$ cat config.mk
export PLATFORM = sky130hd
export DESIGN_NAME = sbox_cfg_ctrl
export DESIGN_NICKNAME = d
export VERILOG_FILES = /design/src/rtl/sbox_cfg_pkg.sv /design/src/rtl/sbox_cfg_check.sv /design/src/rtl/sbox_cfg_ctrl.sv
export SDC_FILE = /design/constraint.sdc
export NUM_CORES = 1
export LEC_CHECK = 0
export ABC_AREA = 1
export BUFFER_PORTS_ARGS = -buffer_cell sky130_fd_sc_hd__buf_2
export CAP_MARGIN = 20
export CORE_MARGIN = 3
export CORE_UTILIZATION = 25
export DETAILED_ROUTE_END_ITERATION = 12
export REMOVE_ABC_BUFFERS = 1
export SYNTH_ARGS = -nofsm -noshare
export SYNTH_HDL_FRONTEND = slang
export SYNTH_HIERARCHICAL = 1
export SYNTH_SLANG_ARGS = --single-unit
export TNS_END_PERCENT = 5
$ cat constraint.sdc
create_clock -name clk -period 2.8 [get_ports clk]
set_clock_uncertainty 0.05 [all_clocks]
set_input_delay 0 -clock clk [delete_from_list [all_inputs] [get_ports clk]]
set_output_delay 0 -clock clk [all_outputs]
set_load 0.02 [all_outputs]
$ cat src/rtl/sbox_cfg_pkg.sv
// Shared definitions for the switch-box configuration controller:
// matrix geometry, side and error encodings, FSM states and the
// entry-index to (side, pin) mapping used by the word checker.
package sbox_cfg_pkg;

    localparam int NTOP  = 5;
    localparam int NSIDE = 4;
    localparam int CFG_W = 6;
    localparam int N_ENT = 2 * NTOP + 2 * NSIDE;
    localparam int ACT_W = N_ENT * CFG_W;

    // Side codes carried in cfg word bits [2:0]
    localparam logic [2:0] SIDE_NONE   = 3'd0;
    localparam logic [2:0] SIDE_TOP    = 3'd1;
    localparam logic [2:0] SIDE_RIGHT  = 3'd2;
    localparam logic [2:0] SIDE_BOTTOM = 3'd3;
    localparam logic [2:0] SIDE_LEFT   = 3'd4;

    // Error codes reported on err_code
    localparam logic [1:0] ERR_NONE  = 2'd0;
    localparam logic [1:0] ERR_SIDE  = 2'd1;
    localparam logic [1:0] ERR_INDEX = 2'd2;
    localparam logic [1:0] ERR_FRAME = 2'd3;

    // Sized limits so comparisons stay width-matched
    localparam logic [2:0] NTOP_LIM   = 3'(NTOP);
    localparam logic [2:0] NSIDE_LIM  = 3'(NSIDE);
    localparam logic [4:0] ENT_LAST   = 5'(N_ENT - 1);
    localparam logic [4:0] BOT_BASE   = 5'(NTOP);
    localparam logic [4:0] LEFT_BASE  = 5'(2 * NTOP);
    localparam logic [4:0] RIGHT_BASE = 5'(2 * NTOP + NSIDE);

    typedef enum logic [1:0] {
        ST_IDLE   = 2'd0,
        ST_LOAD   = 2'd1,
        ST_COMMIT = 2'd2,
        ST_ERROR  = 2'd3
    } state_t;

    typedef struct packed {
        logic [2:0] side;
        logic [2:0] pin;
    } ent_loc_t;

    // Entry order: top[0..4], bottom[0..4], left[0..3], right[0..3]
    function automatic ent_loc_t ent_to_loc(input logic [4:0] ent);
        ent_loc_t   loc;
        logic [4:0] off;
        if (ent < BOT_BASE) begin
            loc.side = SIDE_TOP;
            off      = ent;
        end else if (ent < LEFT_BASE) begin
            loc.side = SIDE_BOTTOM;
            off      = ent - BOT_BASE;
        end else if (ent < RIGHT_BASE) begin
            loc.side = SIDE_LEFT;
            off      = ent - LEFT_BASE;
        end else begin
            loc.side = SIDE_RIGHT;
            off      = ent - RIGHT_BASE;
        end
        loc.pin = off[2:0];
        return loc;
    endfunction

endpackage

$ cat src/rtl/sbox_cfg_check.sv
// Combinational validator for one routing word: geometry (side code,
// pin index, self-loop) and frame-length checks, prioritised
// side > index/self-loop > framing.
module sbox_cfg_check
    import sbox_cfg_pkg::*;
(
    input  logic [CFG_W-1:0] word,
    input  logic [4:0]       entry,
    input  logic             last,
    input  logic [4:0]       count,
    output logic [1:0]       err_code
);

    logic [2:0] side_s;
    logic [2:0] idx_s;
    ent_loc_t   loc_s;
    logic       bad_side_s;
    logic       bad_idx_s;
    logic       self_s;
    logic       bad_frame_s;

    // Decode the word and classify it against the entry it will occupy
    always_comb begin
        side_s     = word[2:0];
        idx_s      = word[5:3];
        loc_s      = ent_to_loc(entry);
        bad_side_s = (side_s > SIDE_LEFT);
        bad_idx_s  = 1'b0;
        case (side_s)
            SIDE_TOP, SIDE_BOTTOM: bad_idx_s = (idx_s >= NTOP_LIM);
            SIDE_RIGHT, SIDE_LEFT: bad_idx_s = (idx_s >= NSIDE_LIM);
            default:               bad_idx_s = 1'b0;
        endcase
        // A floating pin (side none) can never loop back onto itself
        self_s      = (side_s != SIDE_NONE) && (side_s == loc_s.side) &&
                      (idx_s == loc_s.pin);
        bad_frame_s = (last && (count < ENT_LAST)) ||
                      (!last && (count == ENT_LAST));
        if (bad_side_s) begin
            err_code = ERR_SIDE;
        end else if (bad_idx_s || self_s) begin
            err_code = ERR_INDEX;
        end else if (bad_frame_s) begin
            err_code = ERR_FRAME;
        end else begin
            err_code = ERR_NONE;
        end
    end

endmodule

$ cat src/rtl/sbox_cfg_ctrl.sv
// Switch-box configuration controller. Streams 18 routing words into a
// shadow store, validates each one, and commits a clean frame to the
// active configuration bus in a single cycle.
// Optional readback port enabled by defining SBOX_CFG_READBACK_EN.
module sbox_cfg_ctrl
    import sbox_cfg_pkg::*;
(
    input  logic             clk,
    input  logic             rst_n,
    input  logic             start,
    input  logic             abort,
    input  logic             cfg_valid,
    output logic             cfg_ready,
    input  logic [CFG_W-1:0] cfg_data,
    input  logic             cfg_last,
    output logic [ACT_W-1:0] cfg_active,
    output logic             busy,
    output logic             done,
    output logic             err,
    output logic [1:0]       err_code
`ifdef SBOX_CFG_READBACK_EN
    ,
    input  logic [4:0]       rb_addr,
    output logic [CFG_W-1:0] rb_data
`endif
);

    state_t           state_r;
    logic [4:0]       count_r;
    logic             last_seen_r;
    logic [CFG_W-1:0] shadow_r [N_ENT];
    logic [ACT_W-1:0] shadow_flat_s;
    logic [1:0]       chk_code_s;
    logic             hs_s;

    assign hs_s = cfg_valid & cfg_ready;

    sbox_cfg_check u_check (
        .word     (cfg_data),
        .entry    (count_r),
        .last     (cfg_last),
        .count    (count_r),
        .err_code (chk_code_s)
    );

    // Flatten the shadow store into the active-bus layout
    always_comb begin
        shadow_flat_s = {ACT_W{1'b0}};
        for (int e = 0; e < N_ENT; e++) begin
            shadow_flat_s[e*CFG_W +: CFG_W] = shadow_r[e];
        end
    end

    // Frame-load FSM with registered handshake, status and active bus
    always_ff @(posedge clk or negedge rst_n) begin
        if (!rst_n) begin
            state_r     <= ST_IDLE;
            count_r     <= 5'd0;
            last_seen_r <= 1'b0;
            cfg_active  <= {ACT_W{1'b0}};
            cfg_ready   <= 1'b0;
            busy        <= 1'b0;
            done        <= 1'b0;
            err         <= 1'b0;
            err_code    <= ERR_NONE;
            for (int e = 0; e < N_ENT; e++) begin
                shadow_r[e] <= {CFG_W{1'b0}};
            end
        end else begin
            done <= 1'b0;
            case (state_r)
                ST_IDLE, ST_ERROR: begin
                    // start is only honoured when no frame is in flight
                    if (start) begin
                        state_r     <= ST_LOAD;
                        count_r     <= 5'd0;
                        last_seen_r <= 1'b0;
                        err         <= 1'b0;
                        err_code    <= ERR_NONE;
                        cfg_ready   <= 1'b1;
                        busy        <= 1'b1;
                        for (int e = 0; e < N_ENT; e++) begin
                            shadow_r[e] <= {CFG_W{1'b0}};
                        end
                    end
                end
                ST_LOAD: begin
                    if (abort) begin
                        state_r     <= ST_IDLE;
                        last_seen_r <= 1'b0;
                        cfg_ready   <= 1'b0;
                        busy        <= 1'b0;
                    end else if (hs_s) begin
                        if (chk_code_s != ERR_NONE) begin
                            state_r   <= ST_ERROR;
                            err       <= 1'b1;
                            err_code  <= chk_code_s;
                            cfg_ready <= 1'b0;
                            busy      <= 1'b0;
                        end else begin
                            shadow_r[count_r] <= cfg_data;
                            count_r           <= count_r + 5'd1;
                            // Final word accepted: close the port, commit next
                            if (cfg_last) begin
                                cfg_ready   <= 1'b0;
                                last_seen_r <= 1'b1;
                            end
                        end
                    end else if (last_seen_r) begin
                        state_r     <= ST_COMMIT;
                        last_seen_r <= 1'b0;
                    end
                end
                ST_COMMIT: begin
                    state_r <= ST_IDLE;
                    busy    <= 1'b0;
                    if (!abort) begin
                        cfg_active <= shadow_flat_s;
                        done       <= 1'b1;
                    end
                end
                default: begin
                    state_r     <= ST_IDLE;
                    last_seen_r <= 1'b0;
                    cfg_ready   <= 1'b0;
                    busy        <= 1'b0;
                end
            endcase
        end
    end

`ifdef SBOX_CFG_READBACK_EN
    logic [CFG_W-1:0] rb_sel_s;

    // Select the addressed committed entry; out-of-range reads zero
    always_comb begin
        rb_sel_s = {CFG_W{1'b0}};
        for (int e = 0; e < N_ENT; e++) begin
            if (rb_addr == 5'(e)) begin
                rb_sel_s = cfg_active[e*CFG_W +: CFG_W];
            end else begin
                rb_sel_s = rb_sel_s;
            end
        end
    end

    // Register the readback value for one-cycle latency
    always_ff @(posedge clk or negedge rst_n) begin
        if (!rst_n) begin
            rb_data <= {CFG_W{1'b0}};
        end else begin
            rb_data <= rb_sel_s;
        end
    end
`endif

endmodule

# Word-level counts from Yosys, hierarchy flattened
# Index checks and enable logic that the tools add are counted.
dict set report word_totals {
  out_inout_bits 114
  ff_bits 230
}
dict set report classes {
  n_reduce_logical 22
  bitwise 3
  n_lt_le_gt_ge 9
  eq_ne 22
  addsub 4
  mux 56
}
# cell count
set op_table {}
lappend op_table {{108-bit 2-to-1 mux} 4}
lappend op_table {{108-bit one-hot mux with 2 select lines} 1}
lappend op_table {{108-bit bitwise mux} 1}
lappend op_table {{6-bit demux with 5-bit select} 1}
lappend op_table {{2-bit 2-to-1 mux} 12}
lappend op_table {{5-bit 2-to-1 mux} 4}
lappend op_table {{4-bit inequality test (second input constant)} 5}
lappend op_table {{1-bit 2-to-1 mux} 18}
lappend op_table {{3-bit 2-to-1 mux} 6}
lappend op_table {{5-bit by 4-bit < comparator with 1-bit output (second input constant)} 2}
lappend op_table {{2-bit inequality test (second input constant)} 5}
lappend op_table {{5-bit one-hot mux with 2 select lines} 1}
lappend op_table {{5-bit AND reduction} 2}
lappend op_table {{1-bit one-hot mux with 2 select lines} 4}
lappend op_table {{4-bit AND reduction} 2}
lappend op_table {{3-bit by 2-bit equality test with 1-bit output (second input constant)} 2}
lappend op_table {{3-bit equality test} 2}
lappend op_table {{3-bit greater-or-equal comparator (second input constant)} 2}
lappend op_table {{6-bit greater-or-equal comparator (second input constant)} 1}
lappend op_table {{6-bit by 1-bit < comparator with 1-bit output (second input constant)} 1}
lappend op_table {{6-bit 2-to-1 mux} 1}
lappend op_table {{3-bit inequality test (second input constant)} 2}
lappend op_table {{5-bit NOT with 6-bit output} 1}
lappend op_table {{2-bit one-hot mux with 3 select lines} 1}
lappend op_table {{other kinds (24)} 35}

# Depth between registers and ports, before layout
# Gate-level depths: netlist of the first run.
dict set report depth {
  word_depth 15
  mapped_depth 23
  depth_no_buf 22
}

# By module
# The synthesis of the first run kept the hierarchy.
# module instances cells_per_inst area_per_inst_um2
set modules_own_cells {}
lappend modules_own_cells {sbox_cfg_ctrl 1 1112 9376.5}
lappend modules_own_cells {sbox_cfg_check 1 81 377.9}

# Worst setup path after synthesis of the first run
# OpenSTA, ideal clock, no wires.
dict set report synth_timing {
  path_kind {reg-to-reg}
  start {register count_r[1]}
  end {register shadow_r (netlist bit shadow_flat_s[70])}
  setup_time_ns 0.117
  required_ns 2.633
  arrival_time_ns 2.259
  setup_slack_ns 0.374
  synth_period_minus_slack_ns 2.426
  stages_incl_launch_ff 24
  cell_sequence {dfrtp_1 > inv_1 > ha_1 > inv_1 > nand2_1 > inv_1 > nand3_1 > nand2_1 > nand2_1 > nand3_1 > nand2_1 > nand3_1 > nand3_1 > nand2_1 > inv_1 > inv_1 > nand2_1 > nand2_1 > nand2_1 > nor2_2 > buf_2 > nand2_1 > nand2_1 > nand2_1}
}
dict set report synth_between {
  elab_chain_cells 13
  elab_cells_between_ends 39
  cone_classes {add/sub: 3; order compare: 6; eq/ne: 4; mux: 16; bitwise: 1; reduce/logical: 9}
}
# element line
set synth_rtl {}
lappend synth_rtl {{start: declaration} sbox_cfg_ctrl.sv:29} ;# logic [4:0] count_r;
lappend synth_rtl {{start signal: assignment} sbox_cfg_ctrl.sv:102} ;# count_r <= count_r + 5'd1;
lappend synth_rtl {{5-bit by 4-bit < comparator with 1-bit output} sbox_cfg_pkg.sv:55} ;# end else if (ent < RIGHT_BASE) begin
lappend synth_rtl {{3-bit 2-to-1 mux} sbox_cfg_pkg.sv:55}
lappend synth_rtl {{3-bit 2-to-1 mux} sbox_cfg_pkg.sv:52} ;# end else if (ent < LEFT_BASE) begin
lappend synth_rtl {{3-bit 2-to-1 mux} sbox_cfg_pkg.sv:49} ;# if (ent < BOT_BASE) begin
lappend synth_rtl {{3-bit equality test} sbox_cfg_check.sv:35} ;# self_s = (side_s != SIDE_NONE) && (side_s == loc_s.side) &&
lappend synth_rtl {{1-bit logical AND (2 in series)} sbox_cfg_check.sv:35}
lappend synth_rtl {{1-bit logical OR} sbox_cfg_check.sv:41} ;# end else if (bad_idx_s || self_s) begin
lappend synth_rtl {{2-bit 2-to-1 mux *} sbox_cfg_check.sv:41}
lappend synth_rtl {{2-bit 2-to-1 mux *} sbox_cfg_check.sv:39} ;# if (bad_side_s) begin
lappend synth_rtl {{net chk_code_s[1]} sbox_cfg_ctrl.sv:33} ;# logic [1:0] chk_code_s;
lappend synth_rtl {{2-bit nonzero test *} sbox_cfg_ctrl.sv:94} ;# if (chk_code_s != ERR_NONE) begin
lappend synth_rtl {{2-bit inequality test (no source line) *} -}
lappend synth_rtl {{5-bit AND reduction (no source line) *} -}
lappend synth_rtl {{end signal: indexed assignment} sbox_cfg_ctrl.sv:67} ;# shadow_r[e] <= {CFG_W{1'b0}};
lappend synth_rtl {{end signal: indexed assignment} sbox_cfg_ctrl.sv:83} ;# shadow_r[e] <= {CFG_W{1'b0}};
lappend synth_rtl {{end signal: indexed assignment} sbox_cfg_ctrl.sv:101} ;# shadow_r[count_r] <= cfg_data;
lappend synth_rtl {{end: declaration} sbox_cfg_ctrl.sv:31} ;# logic [CFG_W-1:0] shadow_r [N_ENT];
# Mark *: on every way through the listed nets, which the timed path passes. The rest lies on a longest branch. The select of a mux whose other input is x is not followed.
# A chain may end at the register's enable or synchronous reset.

# Final worst setup path of the first run
dict set report layout_timing {
  start {register count_r[1]}
  end {register shadow_r (netlist bit shadow_flat_s[54])}
}
# Same word-level chain as after synthesis.

==> metrics.yaml, run 1 <==
final_common_cell: "nand2_1"
synth_cell_types: 24
critPathLaunch: "count_r[1]"
grt_pass1_wl_um: 44000
relSlewSlack: 0.311
regToRegSetupSlack_ns: 0.12
synth_area_leaders: "dfrtp_1 59%, nand2_1 25%, nand3_1 7.1%"
dp_hpwl_um: 17400
area.growth.synth_to_final_pct: 28.8
outcome: "finished, final reports clean"
start_kind: "flop"
arrival_ns: 3.09
row_count: 71
power.density_nw_per_um2: 914
diodes: 0
port_buffers: 125
cts_buffer_depth: 3
worst_pin_slew_ns: 1.03
cts_tree: "done"
critPathKind: "flop to flop"
endpoint: "shadow_flat_s[54]"
numCtsBuffers: 27
rr_startpoint: "count_r[1]"
cp_max_fo: 7
die_area_um2: 41400
postSynthCellCount: 1193
grt_use_total: 0.131
syn-mean-instance-area_um2: 8.18
die_h_um: 204
grt-ovfl-total: 0
cp-end-kind: "flop"
required_ns: 3.21
antenna_found_initial: 2
peakVddDrop_v: 0.000511
htreeDepth: 1
synth.yosys.seq_area_share: 0.590
core-area_um2: 38000
drt_iter0_markers: 485
reg2reg_to: "shadow_flat_s[54]"
finalSetupTns_ns: 0
vias: 8242
viasPerCell: 4.37
ant_nets: 0
grt_max_degree: 109
layout-drive-gt1-share: 0.197
synth_top_area_frac: 0.590
first_global_vias: 8096
worst_hold_path_type: "input port to flop"
ioPinCount: 126
fmax_mhz: 374
clock_sinks: 230
drc: 0
avgRoutedWirePerCell_um: 15.3
setup_viol: 0
synthesis.area_um2: 9750
ys_ff_latch: 230
reg2regPathDepth: 22
p_total_mw: 11.5
insertion_delay_ns: 0.53
p_leak_nw: 7.21
maxCapViolCount: 0
dr.pass1.iters: 4
slew_violations: 0
hold_viol: 0
final_cell_mix: "623 x nand2_1, 225 x dfrtp_1, 133 x nand3_1, 124 x buf_2, 39 x inv_1"
yosys_warnings: 6
clock-root-buffer: "clkbuf_16"
synth_top_area_cell: "dfrtp_1"
gp_congestion: 0.776
fin_crit_sh: 0.956
period_needed_ns: 2.68
fp.dieW_um: 204
drt-total-wl_um: 28800
path_clk_slew_ns: 0.06
nNetsFinal: 1375
start_util: 0.257
-- cell type report --
cell class | count | area, um^2
flip-flops and latches | 230 | 5760
clock buffers | 38 | 787
clock inverters | 10 | 85.1
inverters | 53 | 200
fillers | 4075 | 25500
repair buffers | 179 | 1330
multi-input cells | 864 | 3760
well taps | 511 | 639
-- cells by family after synthesis --
family | Yosys count | share of synthesized area
and+or+nand+nor | 831 | 0.342
DFF | 230 | 0.590
buffers and inverters | 99 | 0.0427
AOI/OAI and AO/OA | 21 | 0.0115
adders and majority gates | 8 | 0.0103
xor gates and xnor gates | 4 | 0.00359
-- worst min-delay path by stage --
| stage | startpoint | to | slack, ns | cells past startpoint |
|---|---|---|---|---|
| after floorplan | rst_n | busy | -0.35 | 0 |
| after global placement | rst_n | cfg_active[10] | 0.06 | 1 |
| after detailed placement | rst_n | cfg_active[10] | 0.06 | 1 |
| after CTS | cfg_data[1] | err_code[1] | 0.005 | 6 |
| after global routing | cfg_data[2] | err_code[0] | 0.13 | 5 |
| final | cfg_data[2] | err_code[0] | 0.07 | 5 |
-- sequential cells by signal, summed over array words and instances, names as in the netlist, 2 cells and up --
name,flops
state_r,2
err_code,2
count_r,5
shadow_flat_s,108
cfg_active,108
-- metrics by stage --
stage | std cells | util | hold WS [ns] | area (um^2) | worst slack, ns
after floorplan | 1147 | - | -0.346 | 9540 | -2.07
after global placement | 1805 | 0.291 | 0.0598 | 11100 | 0.0846
after detailed placement | 1805 | 0.291 | 0.0650 | 11100 | 0.0422
after CTS | 1861 | 0.316 | 0.00480 | 12000 | 0.0204
after global routing | 1885 | 0.330 | 0.132 | 12600 | -0.0579
final | 1885 | 0.330 | 0.0736 | 12600 | 0.124
-- power by group --
part	total [mW]	internal [mW]	switching, mW
logic	4.20	1.54	2.66
clock network	3.41	2.04	1.37
registers	3.87	3.66	0.207
-- per-layer routing --
metal	part of all wire	routed length, um	vias up	global-route usage
li1	-	-	4055	-
met1	0.48	13900	3970	0.183
met2	0.44	12600	179	0.203
met3	0.065	1890	34	0.0350
met4	0.016	473	4	0.0359
met5	0.00049	14	-	0
-- cells in the mapped netlist --
master	number
nand3_1	139
nor2_1	27
nor3b_1	1
buf_6	1
dfrtp_1	230
inv_2	2
nor2_2	2
nand2_1	651
a21oi_1	2
o21ai_0	16
clkinv_1	6
buf_2	15
nand3b_1	1
ha_1	8
clkbuf_1	13
o211ai_1	1
xor2_1	4
o21a_1	1
nand3_2	1
o31ai_1	1
inv_1	45
buf_1	12
nand4_1	9
buf_4	5
-- worst max-delay path, cell delays in order, from the launching register on --
cell and delay, ns:
dfrtp_2 0.43, inv_2 0.08, buf_4 0.14, nand2_2 0.08
nand3_2 0.10, nand2_1 0.07, nand2_1 0.05, nand2_1 0.05
nand2_1 0.06, nor2_2 0.13, nand3_2 0.12, nand3_2 0.08
nand2_2 0.07, inv_2 0.07, nand2_2 0.05, nand2_2 0.06
nand2_2 0.06, nor2_4 0.20, clkbuf_16 0.20, buf_12 0.15
clkbuf_16 0.15, nand3_1 0.06, nand2_1 0.09
-- what timing repair did --
| item | CTS | global route |
|---|---|---|
| hold endpoints to repair | 99 | 0 |
| hold buffers | 8 | 0 |
| endpoints found under the setup margin | 0 | 115 |
| buffers inserted | 0 | 13 |
| gates resized for setup | 0 | 67 |
Power figures use the tool's default switching activity.
==> inputs of run 2 (changes only) <==
--- a/config.mk
+++ b/config.mk
@@ -5,7 +5,6 @@
 export SDC_FILE = /design/constraint.sdc
 export NUM_CORES = 1
 export LEC_CHECK = 0
-export ABC_AREA = 1
 export BUFFER_PORTS_ARGS = -buffer_cell sky130_fd_sc_hd__buf_2
 export CAP_MARGIN = 20
 export CORE_MARGIN = 3
==> metrics.yaml, run 2 <==
outcome: "finished, violations left"
violations: "negative setup slack"
clock_sinks: 230
vias: 6645
regToRegSetupSlack_ns: -0.31
syn-mean-instance-area_um2: 13.1
synth_area_leaders: "dfrtp_1 60%, mux2_2 13%, a22o_1 4.4%"
grt_busiest_layer: "met2"
diodes: 0
final_common_cell: "dfrtp_1"
first_global_vias: 6833
synth.yosys.seq_area_share: 0.600
start_kind: "flop"
p_leak_nw: 6.01
use_met2: 0.206
cts_buffer_depth: 3
core-area_um2: 37800
start_util: 0.254
grtUsageMet1: 0.171
required_ns: 3.16
hold_viol: 0
avgRoutedWirePerCell_um: 18.0
dp_hpwl_um: 17600
viasPerCell: 4.62
grt_pass1_wl_um: 40800
synth_cell_types: 62
fp.dieW_um: 202
peakVddDrop_v: 0.000411
dr.pass1.iters: 5
insertion_delay_ns: 0.53
ioPinCount: 126
clock-root-buffer: "clkbuf_16"
cp-end-kind: "flop"
crit_buf_inv: 1
row_count: 71
setup_ws_ns: -0.311
period_needed_ns: 3.11
ys_ff_latch: 230
layout-drive-gt1-share: 0.426
power.density_nw_per_um2: 763
drt-total-wl_um: 25800
cts_tree: "done"
worst_pin_slew_ns: 0.771
cp_max_fo: 6
ant_nets: 0
grt_use_met3: 0.0246
rsz0062_at_grt: "yes"
final_cell_mix: "230 x dfrtp_1, 124 x buf_2, 112 x mux2_2, 48 x a22o_1, 38 x buf_4"
slew_violations: 0
synth_ff_type: "dfrtp_1"
worst_hold_path_type: "input port to flop"
whs_endpoint: "busy"
min_path_cells: 4
rr_startpoint: "count_r[1]"
critPathKind: "flop to flop"
slowest_stage: "or3_4"
gp_congestion: 0.822
fillCellCount: 3767
fmax_mhz: 321
yosys_warnings: 6
reg2regPathDepth: 10
reg2reg_to: "shadow_flat_s[90]"
netlist_top_cells_count: "230 x dfrtp_1, 114 x mux2_2, 48 x a22o_1, 38 x nand3_1, 38 x o21ai_0"
critPathTopFamily: "simple AND/OR/NAND/NOR gates"
die_area_um2: 40700
drc: 0
maxCapViolCount: 0
synthArstFlopShare: 1.00
synth_top_area_cell: "dfrtp_1"
port_buffers: 125
synth_top_area_frac: 0.600
synth.most_common_cell: "dfrtp_1"
dp.cells: 1377
drt_iter0_markers: 265
arrival_ns: 3.47
synthesis.area_um2: 9590
die_h_um: 202
htreeDepth: 1
grt_max_degree: 77
relSlewSlack: 0.484
antenna_found_initial: 0
hp-start: "start"
setup_viol: 116
utilization: 0.329
synth_edf_count: 0
crit_chain: "or3b_4 > nor2b_4 > a2111o_1 > a311oi_2 > a31oi_2 > buf_4 > nor3b_4 > nand2_1 > or3_4 > a32o_1"
area.growth.synth_to_final_pct: 29.5
numCtsBuffers: 27
slowest_delay_ns: 0.45
grt_use_total: 0.125
nNetsFinal: 932
fin_cells: 1438
fin_crit_sh: 1.11
postSynthCellCount: 731
path_clk_slew_ns: 0.06
grt-ovfl-total: 0
run 2: changes by cell type in the layout (fill, tap and decap cells not counted), sizes merged, moves of 11 or more:
cell,change
o2bb2ai,+27
inv,-37
nand2,-618
nand3,-102
buf,+20
a22o,+48
clkinv,-11
mux2,+114
o21ai,+25
run 2: timing repair:
item	CTS	global route
cloned	0	0
setup buffers	4	1
gates resized for setup	56	41
hold buffers	13	0
hold endpoints to repair	271	0
endpoints found under the setup margin	117	120
pin swaps	46	11
run 2: area by class of cell:
type / instances / area, um^2 / area share
sequential: 230 / 5760 / 0.464
multi-input combinational: 449 / 3870 / 0.312
timing repair buffer: 196 / 1310 / 0.106
clock buffer: 37 / 733 / 0.0591
tap: 511 / 639 / 0.0515
clock inverter: 7 / 72.6 / 0.00585
inverter: 8 / 30.0 / 0.00242
run 2: power breakdown:
part	internal, mW	switching (mW)
Combinational	0.909	1.75
Sequential	3.47	0.0916
Clock	1.91	1.33
Total	6.29	3.18
run 2: routing by layer:
metal  vias up  wire length [um]  part of all wire
li1       3078                 -                 -
met1      3396             11800              0.46
met2       136             12300              0.48
met3        35              1250             0.048
met4         0               469             0.018
met5         -                 0                 0
run 2: worst max path at each step:
stage	startpoint	end	slack (ns)	cells after the start
CTS	count_r[1]	shadow_flat_s[90]	-0.31	10
detailed placement	count_r[1]	count_r[4]	-0.46	10
global placement	count_r[1]	count_r[4]	-0.37	10
floorplan	state_r[0]	cfg_active[0]	-3.44	4
finish	count_r[1]	shadow_flat_s[90]	-0.31	10
global route	count_r[1]	shadow_flat_s[94]	-0.43	10
run 2: logic make-up after synthesis:
kind of cell    count (synthesis)  share of synthesized area
mux                           117                      0.137
simple gates                  156                     0.0937
xor+xnor                        3                    0.00274
flops                         230                      0.600
fa+ha+maj                       8                     0.0104
compound gates                165                      0.132
buf+inv                        52                     0.0231
run 2: worst register-to-register path, cell delays in order, from the launching register on:
cell and delay, ns:
dfrtp_1 0.41, or3b_4 0.39, nor2b_4 0.14, a2111o_1 0.37, a311oi_2 0.33, a31oi_2 0.16, buf_4 0.19, nor3b_4 0.17
nand2_1 0.09, or3_4 0.45, a32o_1 0.23
run 2: per-stage QoR:
step                setup TNS [ns]  hold WS (ns)  cell area (um^2)  setup slack (ns)  power (mW)
global placement            -29.19       -0.0695             11100            -0.369        6.01
global route                -38.91         0.332             12400            -0.428        9.99
detailed placement          -39.05       -0.0704             11100            -0.463        6.04
finish                      -23.74         0.312             12400            -0.311        9.47
floorplan                  -434.85        -0.346              9390             -3.44        5.04
CTS                         -26.74         0.301             12300            -0.305        9.56
